--- src/rtl/axi_slave_write_channel.sv ---
// AXI-style write slave: accepts one burst at a time (AW, then AWLEN+1 W beats,
// then a B response) and forwards every accepted W beat to a simple memory port.
//
// Handshake semantics on every channel: a transfer happens on the rising clk
// edge where VALID && READY are both high; the sender keeps VALID and its payload
// stable until that edge, and READY may depend combinationally on state and on
// mem_write_full but never on the VALID of the same channel.
module axi_slave_write_channel #(
    parameter int ADDR_WIDTH          = 32,
    parameter int WRITE_CHANNEL_WIDTH = 32,
    parameter int WRITE_BURST_LEN     = 8
) (
    input  logic                           clk,
    input  logic                           rst,
    // write address channel
    input  logic [ADDR_WIDTH-1:0]          AWADDR,
    input  logic                           AWVALID,
    input  logic [WRITE_BURST_LEN-1:0]     AWLEN,
    input  logic [2:0]                     AWSIZE,
    input  logic [1:0]                     AWBURST,
    output logic                           AWREADY,
    // write data channel
    input  logic                           WVALID,
    input  logic [WRITE_CHANNEL_WIDTH-1:0] WDATA,
    input  logic                           WLAST,
    output logic                           WREADY,
    // write response channel
    input  logic                           BREADY,
    output logic                           BVALID,
    output logic                           BRESP,
    // backend memory write port
    output logic                           mem_write_en,
    output logic [ADDR_WIDTH-1:0]          mem_write_addr,
    output logic [WRITE_CHANNEL_WIDTH-1:0] mem_write_data,
    input  logic                           mem_write_full,
    // status
    output logic                           done,
    output logic [1:0]                     state_dbg
);

    typedef enum logic [1:0] {
        IDLE = 2'd0,
        DATA = 2'd1,
        RESP = 2'd2
    } state_t;

    state_t                     state;
    state_t                     state_next;

    logic [ADDR_WIDTH-1:0]      addr_q;
    logic [WRITE_BURST_LEN-1:0] len_q;
    logic [WRITE_BURST_LEN-1:0] cnt_q;
    logic [2:0]                 size_q;
    logic [1:0]                 burst_q;
    logic                       err_q;

    logic                       aw_fire;
    logic                       w_fire;
    logic                       b_fire;
    logic                       last_beat;

    assign aw_fire   = AWVALID && AWREADY;
    assign w_fire    = WVALID && WREADY;
    assign b_fire    = BVALID && BREADY;
    assign last_beat = (cnt_q == len_q);

    // Memory writes are combinational so the beat lands in the same cycle it is accepted.
    assign mem_write_en   = w_fire;
    assign mem_write_addr = addr_q;
    assign mem_write_data = WDATA;
    assign done           = b_fire;
    assign state_dbg      = state;

    // State register.
    always_ff @(posedge clk or posedge rst) begin
        if (rst) begin
            state <= IDLE;
        end else begin
            state <= state_next;
        end
    end

    // Next-state and channel ready/valid outputs; the burst ends on beat AWLEN whatever WLAST says.
    always_comb begin
        state_next = state;
        AWREADY    = 1'b0;
        WREADY     = 1'b0;
        BVALID     = 1'b0;
        BRESP      = 1'b0;
        case (state)
            IDLE: begin
                AWREADY = 1'b1;
                if (AWVALID) begin
                    state_next = DATA;
                end
            end
            DATA: begin
                WREADY = !mem_write_full;
                if (WVALID && !mem_write_full && last_beat) begin
                    state_next = RESP;
                end
            end
            RESP: begin
                BVALID = 1'b1;
                BRESP  = !err_q;
                if (BREADY) begin
                    state_next = IDLE;
                end
            end
            default: begin
                state_next = IDLE;
            end
        endcase
    end

    // Burst context: latched on AW, then address/counter/error advance per accepted beat.
    // Reserved burst types (2, 3) behave as FIXED and are flagged as an error up front.
    always_ff @(posedge clk or posedge rst) begin
        if (rst) begin
            addr_q  <= '0;
            len_q   <= '0;
            cnt_q   <= '0;
            size_q  <= '0;
            burst_q <= '0;
            err_q   <= 1'b0;
        end else if (aw_fire) begin
            addr_q  <= AWADDR;
            len_q   <= AWLEN;
            size_q  <= AWSIZE;
            burst_q <= AWBURST;
            cnt_q   <= '0;
            err_q   <= AWBURST[1];
        end else if (w_fire) begin
            if (burst_q == 2'd1) begin
                addr_q <= addr_q + (ADDR_WIDTH'(1) << size_q);
            end
            cnt_q <= cnt_q + WRITE_BURST_LEN'(1);
            if (WLAST != last_beat) begin
                err_q <= 1'b1;
            end
        end
    end

endmodule

--- config.mk ---
export PLATFORM = sky130hd
export DESIGN_NAME = axi_slave_write_channel
export DESIGN_NICKNAME = d
export VERILOG_FILES = /design/src/rtl/axi_slave_write_channel.sv
export SDC_FILE = /design/constraint.sdc
export NUM_CORES = 1
export LEC_CHECK = 0
export CAP_MARGIN = 20
export CORE_UTILIZATION = 42
export CTS_CLUSTER_SIZE = 25
export DETAILED_ROUTE_END_ITERATION = 16
export GPL_ROUTABILITY_DRIVEN = 1
export GPL_TIMING_DRIVEN = 0
export PLACE_DENSITY = 0.81
export SYNTH_ARGS = -nofsm -noshare
export SYNTH_HDL_FRONTEND = slang
export SYNTH_SLANG_ARGS = --single-unit
--- constraint.sdc ---
create_clock -name clk -period 2.9 [get_ports clk]
set_clock_uncertainty 0.15 [all_clocks]
set_input_delay 0.435 -clock clk [delete_from_list [all_inputs] [get_ports clk]]
set_output_delay 0.435 -clock clk [all_outputs]
set_load 0.02 [all_outputs]
# == Yosys cells after proc, flatten, opt, wreduce, memory -nomap -nowiden ==
# Cells that the tools add are included.
# word_totals
register_bits,56
in_bits,84
elab_cells,48
# classes
add_sub_neg,2
n_mux,16
shifts,1
n_eq_ne,8
n_reduce_logical,14
# ops
op,n
$mux W32,3
$add A32 B32 Y32,1
$shl A1 B3 Y32 const A,1
$mux W8,2
$add A8 B1 Y8 const B,1
$eq A8 B8 Y1,1
$mux W1,7
$mux W2,3
$ne A2 B2 Y1 const B,3
$pmux W2 S3,1
$reduce_bool A2 Y1,3
$logic_and A1 B1 Y1,5
$eq A2 B1 Y1 const B,2
$reduce_and A2 Y1,2
$reduce_and A3 Y1,1
$eq A2 B2 Y1 const B,1
$logic_not A1 Y1,2
$logic_not A2 Y1,1
$ne A1 B1 Y1,1

# == Logic depth before layout (Yosys ltp) ==
# depth
depth_word,5
mapped_depth,11
ltp_nobuf,9

# == Worst setup path before layout ==
# No wires, ideal clock.
# synth_path
path_type,reg2reg
start,reg size_q[0]
end,reg addr_q[18] (netlist: mem_write_addr[18])
setup_time_ps,141
slack_ps,221
path_stages_with_launch,11
arrival_time_ps,2388
period_less_slack_ps,2679
path_cell_list,dfrtp_1 -> clkbuf_1 -> nor3b_1 -> fa_1 -> a211oi_1 -> or3_1 -> a21oi_1 -> buf_2 -> nand2_1 -> o311ai_1 -> o211ai_1
# synth_between
elab_chain_len,5
# synth_lines
item,line,text
"start, declared",53,logic [2:0] size_q;
"start signal, assigned",123,size_q <= '0;
"start signal, assigned",129,size_q <= AWSIZE;
$shl A1 B3 Y32,135,addr_q <= addr_q + (ADDR_WIDTH'(1) << size_q);
$add A32 B32 Y32,135,
$mux W32,134,if (burst_q == 2'd1) begin
$mux W32,133,end else if (w_fire) begin
$mux W32,126,end else if (aw_fire) begin
"end signal, assigned",135,
"end, declared",50,logic [ADDR_WIDTH-1:0] addr_q;
# No other way between the ends. The select of a mux whose other input is x is not followed.
# A chain may end at the register's enable or synchronous reset.

# == Worst setup path after layout ==
# layout_path
start,reg size_q[2]
end,reg addr_q[18] (netlist: mem_write_addr[18])
# The elaborated chain is that of the path after synthesis.

==> summary.txt <==
Clock Latency Late Sink - 310 ps
Vias in the first global route - 3193
Setup TNS - 0 ps
Synth area leaders - dfrtp_1, nand2_1, buf_4, xor2_1, xnor2_1
Clock transition at the registers of the reported paths - 100 ps
Core area - 0.007888 mm²
RSZ-0062 raised after global routing - yes
Pleak - 2.101 nW
Gate power share - 0.502
Count leader, synth - nand2_1
Starting Density - 0.4416
Reg power frac - 0.388
Drt pass-1 iters - 4
Post-Synthesis Cells - 400
Final Hold Fails - 0
Placement Rows - 32
NumNets Final - 624
Critical setup path kind - flip-flop to flip-flop
Final setup violating endpoints - 0
I/O Buffers - 123
Post-synth top cells - nand2_1, dfrtp_1, buf_4
Ant. Diodes - 0
Top-area cell type share of the netlist area - 0.4023
Pint - 2.362 mW
CTS tree - built
Setup WS pre-CTS - -235.8 ps
Crit path buffers/inverters - 1
Worst slew margin - 0.5810
Largest delay share family, worst path - compound AO/OA/AOI/OAI gates
Max incr delay on CP - 480 ps
Hold WS - 361.2 ps
Worst Path Required - 2920 ps
Peak supply drop - 0.4482 mV
Worst Setup Start Kind - flip-flop
Sw Ratio - 0.4175
Via count of the routed design - 3312
EDFF count, synth - 0
Max-cap violations - 0
Cell Count, Final, Fillers Out - 633
Fill cell total of the finished layout - 690
CTS Sinks - 56
Die height - 93.07 µm
Top FF cell, synth - dfrtp_1
CTS Buf Count - 5
Synth Register Bits - 56
Routed Antenna Nets - 0
Routed wire length - 9129 µm
Ys async rst share - 1.000
Power Dens Cells - 813.6 mW/mm²
Root buffer cell - clkbuf_8
Layout Area Growth over Synthesis - 43.07%
Placed Area - 0.004862 mm²
Peak Freq - 359.6 MHz
Minimum clock period after layout - 2781 ps
Critical Path AT - 2800 ps
Register area - 0.001405 mm²
Synth unique cells - 45
Initial DRC Count - 157
Total GRT Usage - 0.2136
Ys Warns - 0
Die Width - 93.07 µm
Worst setup EP type - flip-flop
Crit-path cells - nor3_2 -> ha_1 -> fa_2 -> a211oi_1 -> or3_1 -> a21oi_2 -> buf_6 -> nand2_1 -> o311ai_1 -> o211ai_1
Slew Limit Fails - 0
Via density - 5.232
Syn nets - 494
Share of layout cells above drive strength 1 - 0.1092
Post-DP HPWL - 6974 µm
RePlAce Congestion - 0.8854
Worst-path fanout max - 10
Ports - 156
Initial antenna violation count - 0
Worst Hold Class - flip-flop to flip-flop
Clock power share - 0.110
Net Sw Power - 1.693 mW
Largest net degree at the start of global routing - 30
Clock tree buffer depth - 2
Routed len/inst - 14.42 µm
Register area share after synthesis - 0.4023
Tcrit/Tclk final - 0.9590
Crit path setup slack, layout - 119.0 ps
Worst-Margin Slew - 627.6 ps
Syn_area_per_cell - 8.708 µm²
Placed cell count - 626
Hold buffer count at cts - 0
H-tree depth - 2
Grt ovf - 0
First-pass GRT wire length - 14850 µm
Area taken by multi-input logic gates - 0.001770 mm²
CP max stage cell - dfrtp_2
Outcome - finished, final reports clean
Post-Layout Inst Area - 0.004984 mm²
Synth area leader - dfrtp_1
Die area - 0.008662 mm²
DRC Markers - 0
Netlist Area Pre-Place - 0.003483 mm²
path summary, 6_finish.rpt:
check                           from            endpoint  slack [ps]  cells after the start
setup / recovery           size_q[2]  mem_write_addr[18]         120                     10
hold / removal              len_q[1]            len_q[1]         360                      2
setup reg to reg           size_q[2]  mem_write_addr[18]         120                     10
hold reg to reg             len_q[1]            len_q[1]         360                      2
max in group asynchronous        rst           size_q[2]        1640                      3
min in group asynchronous        rst        state_dbg[1]         370                      2
flip-flops by register name (all words and copies together) (netlist names):
| signal | flops |
|---|---|
| state_dbg | 2 |
| err_q | 1 |
| len_q | 8 |
| size_q | 3 |
| cnt_q | 8 |
| burst_q | 2 |
| mem_write_addr | 32 |
final cells by class:
cell class	instances	share of cell area
multi-input combinational	290	0.3553
sequential	56	0.2819
timing repair buffer	126	0.2541
buffer	48	0.06277
tap	102	0.02561
clock buffer	8	0.01808
inverter	3	0.002260
logic make-up after synthesis:
| group | share of synthesized area |
|---|---|
| muxes | 0.008621 |
| and+or+nand+nor | 0.2338 |
| buffers and inverters | 0.09411 |
| adders and majority gates | 0.03808 |
| xor gates and xnor gates | 0.09806 |
| DFF | 0.4023 |
| AOI/OAI and AO/OA | 0.1250 |
per-layer routing:
metal / GRT usage / vias to the layer above / routed length (µm)
met4: 0.05513 / 0 / 102
met3: 0.03171 / 9 / 630
met2: 0.3713 / 138 / 4462
met5: 0 / - / 0
met1: 0.2779 / 1565 / 3933
li1: - / 1600 / -
cell usage in the layout (no fill, tap or decap), types with 2 or more instances in the layout:
master	instances
dfrtp_1	53
o21a_1	4
o21ai_1	10
nor2_1	22
nand4_1	7
and2_1	3
inv_1	2
xor2_1	24
o211ai_1	3
a31oi_1	2
a21o_1	3
dfrtp_2	3
clkdlybuf4s50_1	123
or4_1	3
clkbuf_1	12
nand2b_1	2
o311ai_1	2
nand2_1	81
ha_1	9
a211oi_1	3
buf_2	3
o2111ai_1	4
nor2b_1	3
nand3_1	18
nor3b_1	4
o21ai_0	24
buf_4	34
mux2i_1	3
o311ai_0	2
nor4_1	2
clkbuf_8	6
or3_1	2
xnor2_1	15
a21oi_1	11
and3_1	7
and3b_1	3
power by group through the flow:
stage / Clock (mW) / Combinational (mW) / Sequential (mW)
final: 0.445 / 2.04 / 1.57
after global routing: 0.484 / 2.23 / 1.63
after CTS: 0.451 / 2.07 / 1.53
after detailed placement: 0 / 2.07 / 1.53
after global placement: 0 / 2.01 / 1.50
after floorplan: 0 / 1.02 / 1.71
worst register-to-register path: cells and delay by family, from the launching register on:
kind,cells,cell delay (ps)
fa+ha+maj,2,450
flops,1,480
simple gates,3,700
compound gates,4,700
buf+inv,1,170
per-stage QoR:
stage | util | power (mW)
detailed placement | 0.6164 | 3.599
global route | 0.6318 | 4.349
global placement | 0.6139 | 3.512
finish | 0.6318 | 4.055
CTS | 0.6294 | 4.053
floorplan | - | 2.731
repair_timing:
item | in CTS | in global routing
buffers inserted | 0 | 2
gates resized for setup | 5 | 6
hold endpoints to repair | 0 | 0
endpoints found under the setup margin | 19 | 23
pin swaps | 0 | 1
(Power assumes the default switching activity.)
